**src/rtl/nios_sys_mul_pkg.sv**
```systemverilog
// Shared types and constants for the sequenced 32x32 multiplier built on one 16x16 DSP multiplier.
// The partial-product order and its shift table live here so the issue and accumulate sides agree.
package nios_sys_mul_pkg;

  localparam int OP_W   = 32;
  localparam int RES_W  = 64;
  localparam int HALF_W = 16;
  localparam int ID_W   = 2;

  typedef enum logic [2:0] {
    ST_IDLE,
    ST_ISSUE,
    ST_DRAIN,
    ST_CORR,
    ST_RESP
  } state_t;

  typedef logic [1:0] pp_idx_t;

  // lo*lo, hi*lo, lo*hi, hi*hi
  localparam logic [5:0] PP_SHIFT [4] = '{6'd0, 6'd16, 6'd16, 6'd32};

  function automatic logic [RES_W-1:0] pp_align(input logic [OP_W-1:0] p, input pp_idx_t idx);
    return {{(RES_W-OP_W){1'b0}}, p} << PP_SHIFT[idx];
  endfunction

endpackage

```
**src/rtl/nios_sys_mul16_pipe.sv**
```systemverilog
// 16x16 unsigned multiplier, MUL_LAT register stages, product valid MUL_LAT cycles after inputs.
// No backpressure: a new operand pair is accepted every cycle; reset clears all stages.
module nios_sys_mul16_pipe #(
  parameter int MUL_LAT = 1
) (
  input  logic        clk,
  input  logic        reset,
  input  logic [15:0] a,
  input  logic [15:0] b,
  output logic [31:0] p
);

  logic [31:0] stage [MUL_LAT];

  always_ff @(posedge clk or posedge reset) begin
    if (reset) begin
      for (int i = 0; i < MUL_LAT; i++) stage[i] <= '0;
    end else begin
      stage[0] <= {16'd0, a} * {16'd0, b};
      for (int i = 1; i < MUL_LAT; i++) stage[i] <= stage[i-1];
    end
  end

  assign p = stage[MUL_LAT-1];

endmodule

```
**src/rtl/nios_sys_mul_seq_arb.sv**
```systemverilog
// Round-robin shared 32x32->64 multiplier: result T+5+MUL_LAT after accept (+1 with NIOS_SYS_MUL_SIGNED_EN).
// One request in flight; req_ready only in IDLE, result held until rsp_ready.
module nios_sys_mul_seq_arb
  import nios_sys_mul_pkg::*;
#(
  parameter int NUM_REQ = 2,
  parameter int MUL_LAT = 1
) (
  input  logic                    clk,
  input  logic                    reset,
  input  logic [NUM_REQ-1:0]      req_valid,
  output logic [NUM_REQ-1:0]      req_ready,
  input  logic [NUM_REQ*OP_W-1:0] req_src1,
  input  logic [NUM_REQ*OP_W-1:0] req_src2,
`ifdef NIOS_SYS_MUL_SIGNED_EN
  input  logic [NUM_REQ-1:0]      req_signed,
`endif
  output logic                    rsp_valid,
  input  logic                    rsp_ready,
  output logic [ID_W-1:0]         rsp_id,
  output logic [RES_W-1:0]        rsp_result,
  output logic                    busy
);

  state_t             state;
  logic [ID_W-1:0]    ptr;
  logic [OP_W-1:0]    op_a;
  logic [OP_W-1:0]    op_b;
  logic [ID_W-1:0]    cur_id;
  pp_idx_t            issue_idx;
  logic [RES_W-1:0]   acc;
  logic [RES_W-1:0]   acc_next;
`ifdef NIOS_SYS_MUL_SIGNED_EN
  logic               cur_sgn;
  logic [OP_W-1:0]    corr;
`endif

  logic               gnt_vld;
  int                 gnt_idx;
  int                 cand;

  logic [HALF_W-1:0]  mul_a;
  logic [HALF_W-1:0]  mul_b;
  logic [OP_W-1:0]    mul_p;
  logic               issue_vld;
  logic               tag_vld [MUL_LAT];
  pp_idx_t            tag_idx [MUL_LAT];
  logic               pp_vld;
  pp_idx_t            pp_idx;
  logic               last_pp;

  // Search upward from the pointer with wrap-around; first valid requester wins.
  always_comb begin
    req_ready = '0;
    gnt_vld   = 1'b0;
    gnt_idx   = 0;
    cand      = 0;
    if (state == ST_IDLE) begin
      for (int k = 0; k < NUM_REQ; k++) begin
        cand = (int'(ptr) + k) % NUM_REQ;
        if (!gnt_vld && req_valid[cand]) begin
          gnt_vld            = 1'b1;
          gnt_idx            = cand;
          req_ready[cand]    = 1'b1;
        end
      end
    end
  end

  always_comb begin
    mul_a = op_a[15:0];
    mul_b = op_b[15:0];
    case (issue_idx)
      2'd0:    begin mul_a = op_a[15:0];  mul_b = op_b[15:0];  end
      2'd1:    begin mul_a = op_a[31:16]; mul_b = op_b[15:0];  end
      2'd2:    begin mul_a = op_a[15:0];  mul_b = op_b[31:16]; end
      default: begin mul_a = op_a[31:16]; mul_b = op_b[31:16]; end
    endcase
  end

  assign issue_vld = (state == ST_ISSUE);

  nios_sys_mul16_pipe #(
    .MUL_LAT (MUL_LAT)
  ) u_mul (
    .clk   (clk),
    .reset (reset),
    .a     (mul_a),
    .b     (mul_b),
    .p     (mul_p)
  );

  // Tags travel alongside the multiplier so each product knows its shift on arrival.
  always_ff @(posedge clk or posedge reset) begin
    if (reset) begin
      for (int i = 0; i < MUL_LAT; i++) begin
        tag_vld[i] <= 1'b0;
        tag_idx[i] <= '0;
      end
    end else begin
      tag_vld[0] <= issue_vld;
      tag_idx[0] <= issue_idx;
      for (int i = 1; i < MUL_LAT; i++) begin
        tag_vld[i] <= tag_vld[i-1];
        tag_idx[i] <= tag_idx[i-1];
      end
    end
  end

  assign pp_vld   = tag_vld[MUL_LAT-1];
  assign pp_idx   = tag_idx[MUL_LAT-1];
  assign last_pp  = pp_vld && (pp_idx == 2'd3);
  assign acc_next = pp_vld ? acc + pp_align(mul_p, pp_idx) : acc;

`ifdef NIOS_SYS_MUL_SIGNED_EN
  // Two's-complement fix-up of the upper word for a signed interpretation of both operands.
  assign corr = (op_a[31] ? op_b : '0) + (op_b[31] ? op_a : '0);
`endif

  always_ff @(posedge clk or posedge reset) begin
    if (reset) begin
      state      <= ST_IDLE;
      ptr        <= '0;
      op_a       <= '0;
      op_b       <= '0;
      cur_id     <= '0;
      issue_idx  <= '0;
      acc        <= '0;
      rsp_valid  <= 1'b0;
      rsp_id     <= '0;
      rsp_result <= '0;
      busy       <= 1'b0;
`ifdef NIOS_SYS_MUL_SIGNED_EN
      cur_sgn    <= 1'b0;
`endif
    end else begin
      acc <= acc_next;
      case (state)
        ST_IDLE: begin
          if (gnt_vld) begin
            op_a      <= req_src1[gnt_idx*OP_W +: OP_W];
            op_b      <= req_src2[gnt_idx*OP_W +: OP_W];
            cur_id    <= ID_W'(gnt_idx);
            ptr       <= ID_W'((gnt_idx + 1) % NUM_REQ);
            acc       <= '0;
            issue_idx <= '0;
            busy      <= 1'b1;
            state     <= ST_ISSUE;
`ifdef NIOS_SYS_MUL_SIGNED_EN
            cur_sgn   <= req_signed[gnt_idx];
`endif
          end
        end
        ST_ISSUE: begin
          issue_idx <= issue_idx + 2'd1;
          if (issue_idx == 2'd3) state <= ST_DRAIN;
        end
        ST_DRAIN: begin
          if (last_pp) begin
`ifdef NIOS_SYS_MUL_SIGNED_EN
            if (cur_sgn) begin
              state <= ST_CORR;
            end else begin
              rsp_result <= acc_next;
              rsp_id     <= cur_id;
              rsp_valid  <= 1'b1;
              state      <= ST_RESP;
            end
`else
            rsp_result <= acc_next;
            rsp_id     <= cur_id;
            rsp_valid  <= 1'b1;
            state      <= ST_RESP;
`endif
          end
        end
        ST_CORR: begin
`ifdef NIOS_SYS_MUL_SIGNED_EN
          rsp_result <= {acc[63:32] - corr, acc[31:0]};
          rsp_id     <= cur_id;
          rsp_valid  <= 1'b1;
          state      <= ST_RESP;
`else
          state      <= ST_IDLE;
`endif
        end
        ST_RESP: begin
          if (rsp_ready) begin
            rsp_valid <= 1'b0;
            busy      <= 1'b0;
            state     <= ST_IDLE;
          end
        end
        default: state <= ST_IDLE;
      endcase
    end
  end

endmodule
```
**config.mk**
```make
export PLATFORM = sky130hd
export DESIGN_NAME = nios_sys_mul_seq_arb
export DESIGN_NICKNAME = d
export VERILOG_FILES = /design/src/rtl/nios_sys_mul_pkg.sv /design/src/rtl/nios_sys_mul16_pipe.sv /design/src/rtl/nios_sys_mul_seq_arb.sv
export SDC_FILE = /design/constraint.sdc
export NUM_CORES = 1
export LEC_CHECK = 0
export ABC_CLOCK_PERIOD_IN_PS = 10100
export CAP_MARGIN = 15
export CORE_MARGIN = 1.5
export CORE_UTILIZATION = 50
export CTS_BUF_LIST = sky130_fd_sc_hd__clkbuf_2 sky130_fd_sc_hd__clkbuf_4 sky130_fd_sc_hd__clkbuf_8
export DETAILED_ROUTE_END_ITERATION = 8
export PLACE_DENSITY = 0.71
export SYNTH_ARGS = -nofsm -noshare
export SYNTH_HDL_FRONTEND = slang
export SYNTH_SLANG_ARGS = --single-unit
```
**constraint.sdc**
```tcl
create_clock -name clk -period 10.1 [get_ports clk]
set_clock_uncertainty 0.15 [all_clocks]
set_input_delay 2.02 -clock clk [delete_from_list [all_inputs] [get_ports clk]]
set_output_delay 2.02 -clock clk [all_outputs]
set_load 0.05 [all_outputs]
```
==> metrics.yaml, run 1 <==
outcome:
  status: "finished, final reports clean"
setup_path:
  worst-r2r-cell-count: 26
  critPathKind: "flop to flop"
  rrSetupSlack_ns: 1.41
  cp.required_ns: 10.44
  start_kind: "flop"
  setup.worst_path.end_class: "flop"
  worstSetupStartpoint: "issue_idx[0]"
  path_common_cell: "fa_1"
  critPathArrivalTime_ns: 9.03
  path_buf_inv: 5
  crit_path_max_fanout: 25
  crit_path_top_delay_cell: "mux2i_1"
  crit_family: "adder cells"
  cp-endpoint: "u_mul.p[30]"
  max_stage_delay_ns: 0.90
  r2r_end: "u_mul.p[30]"
  worstReg2RegStart: "issue_idx[0]"
  crit_cells: 26
sta:
  worst_pin_slew_ns: 1.11
  min_period_ns: 8.69
  timing.fmax_mhz: 115
  drv_slew: 0
  maxSlewHeadroom: 0.236
  finalCritPeriodShare: 0.860
  tns_ns: 0
  setup_viol: 0
  rsz0062_at_grt: "false"
  hold_viol: 0
  timing.hold.ws_ns: 0.262
synth:
  async_flop_share: 1.00
  syn-cell-area_um2: 22000
  syn_avg_cell_area_um2: 8.99
  ys.flop_type: "dfrtp_1"
  synth-edff-count: 0
  synth_fp_nets: 2946
  ys_types: 70
  ys_warn_count: 0
  synth_seq_cells: 237
  netlist.top_cell.by_area: "dfrtp_1"
  synthCells: 2446
  yosysTopAreaCellShare: 0.270
  synth-seq-area-share: 0.270
  synth_area_leaders: "dfrtp_1 (27%), fa_1 (18%), ha_1 (9.8%), nand2_1 (5.4%), inv_1 (5.3%)"
finish:
  n_antenna_cell: 0
  final_common_cell: "nand2_1"
  drive_gt1_frac: 0.0603
  fill_cells: 3829
  multi_input_area_um2: 14500
  syn2layout_area_growth_pct: 15.9
  final_cell_mix: "nand2_1 (316), inv_1 (311), nor2_1 (249)"
  nets: 3107
  ff_latch_area_um2: 5930
clock_tree:
  clk_latency_ns: 0.62
  cts_setup_buffers: 0
  htreeDepth: 2
  cts_hold_buf: 0
  numCtsBuffers: 43
  cts_max_path_buffers: 3
  post_cts_resize_count: 0
  tritoncts: "yes"
  clock-root-buffer: "clkbuf_8"
  cts_sinks: 237
  clk_pin_slew_worst_paths_ns: 0.06
place:
  gp_congestion: 1.00
  io_buffers: 201
  dp_hpwl_um: 57100
routing:
  routed_via_density: 5.71
  top_layer_used: "met4"
  vias: 18400
  first_iter_violations: 1383
  wl_per_cell_um: 22.0
  met3_length_um: 3770
  drcViolationCount: 0
  routed-wl-met2_um: 35700
  ant_nets: 0
  first_pass_iters: 8
  wl_um: 70900
  met1Wirelength_um: 28700
die:
  die_area_um2: 45200
  die_y_um: 213
  coreArea_um2: 43300
  initial_core_util: 0.508
  ios: 203
  rows: 76
  die_x_um: 213
global_route:
  grt_pass1_vias: 19000
  gr-usage-all-layers: 0.323
  grt_max_degree: 127
  grt_first_pass_wirelength_um: 110000
  grt-ovfl-total: 0
  antenna_found_initial: 0
run:
  drv_cap: 0
min_path:
  hold_class: "flop to flop"
  min_from: "issue_idx[1]"
## Yosys cell counts, types with 33 or more instances
| library cell | number |
|---|---|
| a21o_1 | 35 |
| a21oi_1 | 112 |
| a222oi_1 | 64 |
| clkbuf_1 | 98 |
| dfrtp_1 | 237 |
| fa_1 | 195 |
| ha_1 | 172 |
| inv_1 | 312 |
| mux2i_1 | 85 |
| nand2_1 | 316 |
| nand3_1 | 33 |
| nor2_1 | 251 |
| o21ai_0 | 103 |
| xnor2_1 | 56 |
## metrics by stage
step	cells	instance area, µm²	util	setup slack, ns
5_1_grt	3221	25500	0.589	1.01
3_3_place_gp	3147	24600	0.568	1.61
2_1_floorplan	2446	22000	-	1.43
6_report	3221	25500	0.589	1.41
4_1_cts	3221	25500	0.589	1.44
3_5_place_dp	3147	24600	0.568	1.46
## final cells by class
cell class	instances	share of cell area
clock buffer	67	0.0330
sequential	237	0.233
multi-input combinational	1783	0.569
tap	585	0.0287
inverter	312	0.0463
timing repair buffer	230	0.0875
clock inverter	7	0.00314
## routing by layer
| metal | global-route usage | up-vias |
|---|---|---|
| li1 | - | 8577 |
| met4 | 0.122 | 0 |
| met2 | 0.581 | 672 |
| met3 | 0.0453 | 139 |
| met1 | 0.392 | 9003 |
| met5 | 0 | - |
## kinds of logic after synthesis
group,synth area share
xor+xnor,0.0331
simple gates,0.149
compound gates,0.146
other cells,0.000171
buf+inv,0.0730
flops,0.270
fa+ha+maj,0.276
mux,0.0536
## how the worst min path moves through the flow
| stage | endpoint | slack, ns | cells after the start |
|---|---|---|---|
| finish | pp_idx[1] | 0.26 | 0 |
| global placement | pp_idx[1] | 0.26 | 0 |
| detailed placement | pp_idx[1] | 0.28 | 0 |
| global route | pp_idx[1] | 0.26 | 0 |
| CTS | pp_idx[1] | 0.25 | 0 |
| floorplan | pp_idx[1] | 0.25 | 0 |
## state kept, by name (all words and copies together), names as in the netlist
name	count
acc	64
busy	1
cur_id	1
issue_idx	2
op_a	32
op_b	32
pp_idx	2
pp_vld	1
ptr	1
rsp_id	1
rsp_result	64
rsp_valid	1
state	3
u_mul.p	32
Power of run 1 is not shown: default switching activity piles up to over one toggle a cycle in this logic, so the estimate is an artifact.
==> run 2: changes to the inputs <==
--- a/config.mk
+++ b/config.mk
@@ -8,10 +8,11 @@
 export ABC_CLOCK_PERIOD_IN_PS = 10100
 export CAP_MARGIN = 15
 export CORE_MARGIN = 1.5
-export CORE_UTILIZATION = 50
+export CORE_UTILIZATION = 40
 export CTS_BUF_LIST = sky130_fd_sc_hd__clkbuf_2 sky130_fd_sc_hd__clkbuf_4 sky130_fd_sc_hd__clkbuf_8
 export DETAILED_ROUTE_END_ITERATION = 8
-export PLACE_DENSITY = 0.71
+export SLEW_MARGIN = 0
 export SYNTH_ARGS = -nofsm -noshare
 export SYNTH_HDL_FRONTEND = slang
+export SYNTH_HIERARCHICAL = 1
 export SYNTH_SLANG_ARGS = --single-unit
==> metrics.yaml, run 2 <==
setup_path:
  max_stage_delay_ns: 0.55
  cp-endpoint: "u_mul/p[30]"
  crit_path_top_delay_cell: "mux2_2"
  worstSetupStartpoint: "issue_idx[0]"
  path_common_cell: "fa_1"
  worstReg2RegStart: "issue_idx[0]"
  worst-r2r-cell-count: 22
  worstPathCellList: "inv_1 > ha_1 > nor2_1 > buf_4 > mux2_2 > and2_1 > fa_1 > inv_1 > fa_1 > inv_1 > fa_1 > fa_1 > fa_1 > inv_1 > fa_1 > inv_1 > ha_1 > and4_1 > nor3b_1 > a21boi_0 > mux2i_1 > nor3_1"
  crit_cells: 22
  crit_family: "adder cells"
  start_kind: "flop"
  r2r_end: "u_mul/p[30]"
  path_buf_inv: 6
  critPathArrivalTime_ns: 7.58
  rrSetupSlack_ns: 2.83
  setup.worst_path.end_class: "flop"
  critPathKind: "flop to flop"
  cp.required_ns: 10.42
  crit_path_max_fanout: 16
clock_tree:
  htreeDepth: 2
  cts_max_path_buffers: 3
  numCtsBuffers: 44
  post_cts_resize_count: 0
  cts_sinks: 237
  tritoncts: "yes"
  cts_hold_buf: 0
  clk_latency_ns: 0.60
  clk_pin_slew_worst_paths_ns: 0.07
  clock-root-buffer: "clkbuf_8"
  cts_setup_buffers: 0
synth:
  synth-seq-area-share: 0.268
  synth_fp_nets: 2914
  yosysMostFrequentCell: "nand2_1"
  synth_area_leaders: "dfrtp_1 (27%), fa_1 (18%), ha_1 (9.8%), nand2_1 (5.4%), inv_1 (5.1%)"
  syn-cell-area_um2: 22200
  synthTopCellsByCount: "nand2_1 (319), inv_1 (303), dfrtp_1 (237)"
  synthCells: 2412
  yosysTopAreaCellShare: 0.268
  syn_avg_cell_area_um2: 9.19
  synth-edff-count: 0
  netlist.top_cell.by_area: "dfrtp_1"
  ys_types: 74
  ys.flop_type: "dfrtp_1"
  async_flop_share: 1.00
  synth_seq_cells: 237
  ys_warn_count: 6
die:
  die_y_um: 238
  ios: 203
  rows: 86
  die_area_um2: 56800
  initial_core_util: 0.404
  coreArea_um2: 54900
  die_x_um: 238
place:
  io_buffers: 201
  gp_congestion: 0.900
  dp_hpwl_um: 50800
sta:
  maxSlewHeadroom: 0.304
  rsz0062_at_grt: "false"
  drv_slew: 0
  timing.fmax_mhz: 138
  hold_viol: 0
  min_period_ns: 7.27
  worst_pin_slew_ns: 1.04
  setup_viol: 0
  tns_ns: 0
  finalCritPeriodShare: 0.719
finish:
  syn2layout_area_growth_pct: 15.9
  n_antenna_cell: 0
  largestRegisters: "acc: 64 flops, rsp_result: 64 flops"
  final_common_cell: "nand2_1"
  nets: 3052
  final_cell_mix: "nand2_1 (319), inv_1 (302), dfrtp_1 (236)"
  fill_cells: 5331
  drive_gt1_frac: 0.0651
routing:
  first_iter_violations: 1187
  met1Wirelength_um: 28000
  routed_via_density: 5.34
  wl_per_cell_um: 19.7
  drcViolationCount: 0
  first_pass_iters: 8
  wl_um: 64600
  met3_length_um: 2620
  top_layer_used: "met4"
  routed-wl-met2_um: 32600
  ant_nets: 0
  vias: 17500
global_route:
  grt_first_pass_wirelength_um: 103000
  gr-usage-all-layers: 0.232
  grt_pass1_vias: 18400
  antenna_found_initial: 0
  grt-ovfl-total: 0
  grt_max_degree: 94
outcome:
  status: "finished, final reports clean"
run:
  drv_cap: 0
min_path:
  hold_class: "flop to flop"
[run 2: cell families (layout without fill, tap and decap cells)]
| logic type | after synthesis | count (layout) | synth area share |
|---|---|---|---|
| other | 1 | 1 | 0.000169 |
| multiplexers | 120 | 120 | 0.0566 |
| AO/OA/AOI/OAI | 466 | 466 | 0.144 |
| XOR/XNOR | 85 | 85 | 0.0336 |
| adder cells (fa/ha/maj) | 369 | 369 | 0.274 |
| flip-flops | 237 | 237 | 0.268 |
| AND/OR/NAND/NOR | 705 | 705 | 0.150 |
| buffers and inverters | 429 | 596 | 0.0730 |
[run 2: metal layers]
layer	GRT usage	up-vias
met5	0	-
met4	0.0568	0
met3	0.0272	76
met2	0.414	438
met1	0.297	8689
li1	-	8329
[run 2: final cells by class]
cell class | count | area, µm² | share of cell area
Clock buffer | 65 | 788 | 0.0307
Clock inverter | 10 | 156 | 0.00609
Timing Repair Buffer | 218 | 2150 | 0.0836
Inverter | 303 | 1140 | 0.0446
Sequential cell | 237 | 5930 | 0.231
Tap cell | 704 | 881 | 0.0343
Multi-Input combinational cell | 1746 | 14600 | 0.570
[run 2: how the worst min path moves through the flow]
stage            startpoint        end  depth (start not counted)  slack, ns
2_1_floorplan  issue_idx[1]  pp_idx[1]                          0       0.25
3_3_place_gp   issue_idx[1]  pp_idx[1]                          0       0.26
3_5_place_dp   issue_idx[1]  pp_idx[1]                          0       0.29
4_1_cts        issue_idx[1]  pp_idx[1]                          0       0.28
5_1_grt        issue_idx[1]  pp_idx[1]                          0       0.31
6_report       issue_idx[1]  pp_idx[1]                          0       0.30
[run 2: stage by stage]
step                worst slack, ns  hold WS [ns]  utilization  std cells  area [µm²]
global route                   2.43         0.310        0.468       3283       25700
finish                         2.83         0.297        0.468       3283       25700
detailed placement             2.82         0.287        0.451       3208       24700
floorplan                      2.33         0.251            -       2412       22200
CTS                            2.81         0.283        0.468       3283       25700
global placement               2.95         0.262        0.450       3207       24700
[run 2: worst reg2reg max path, delay by kind of cell (launching register included)]
| family | cells | cell delay [ns] |
|---|---|---|
| mux | 2 | 0.80 |
| buf+inv | 6 | 0.59 |
| simple gates | 5 | 0.98 |
| compound gates | 1 | 0.47 |
| fa+ha+maj | 8 | 3.73 |
| flops | 1 | 0.43 |
Power of run 2 is left out for the same reason.
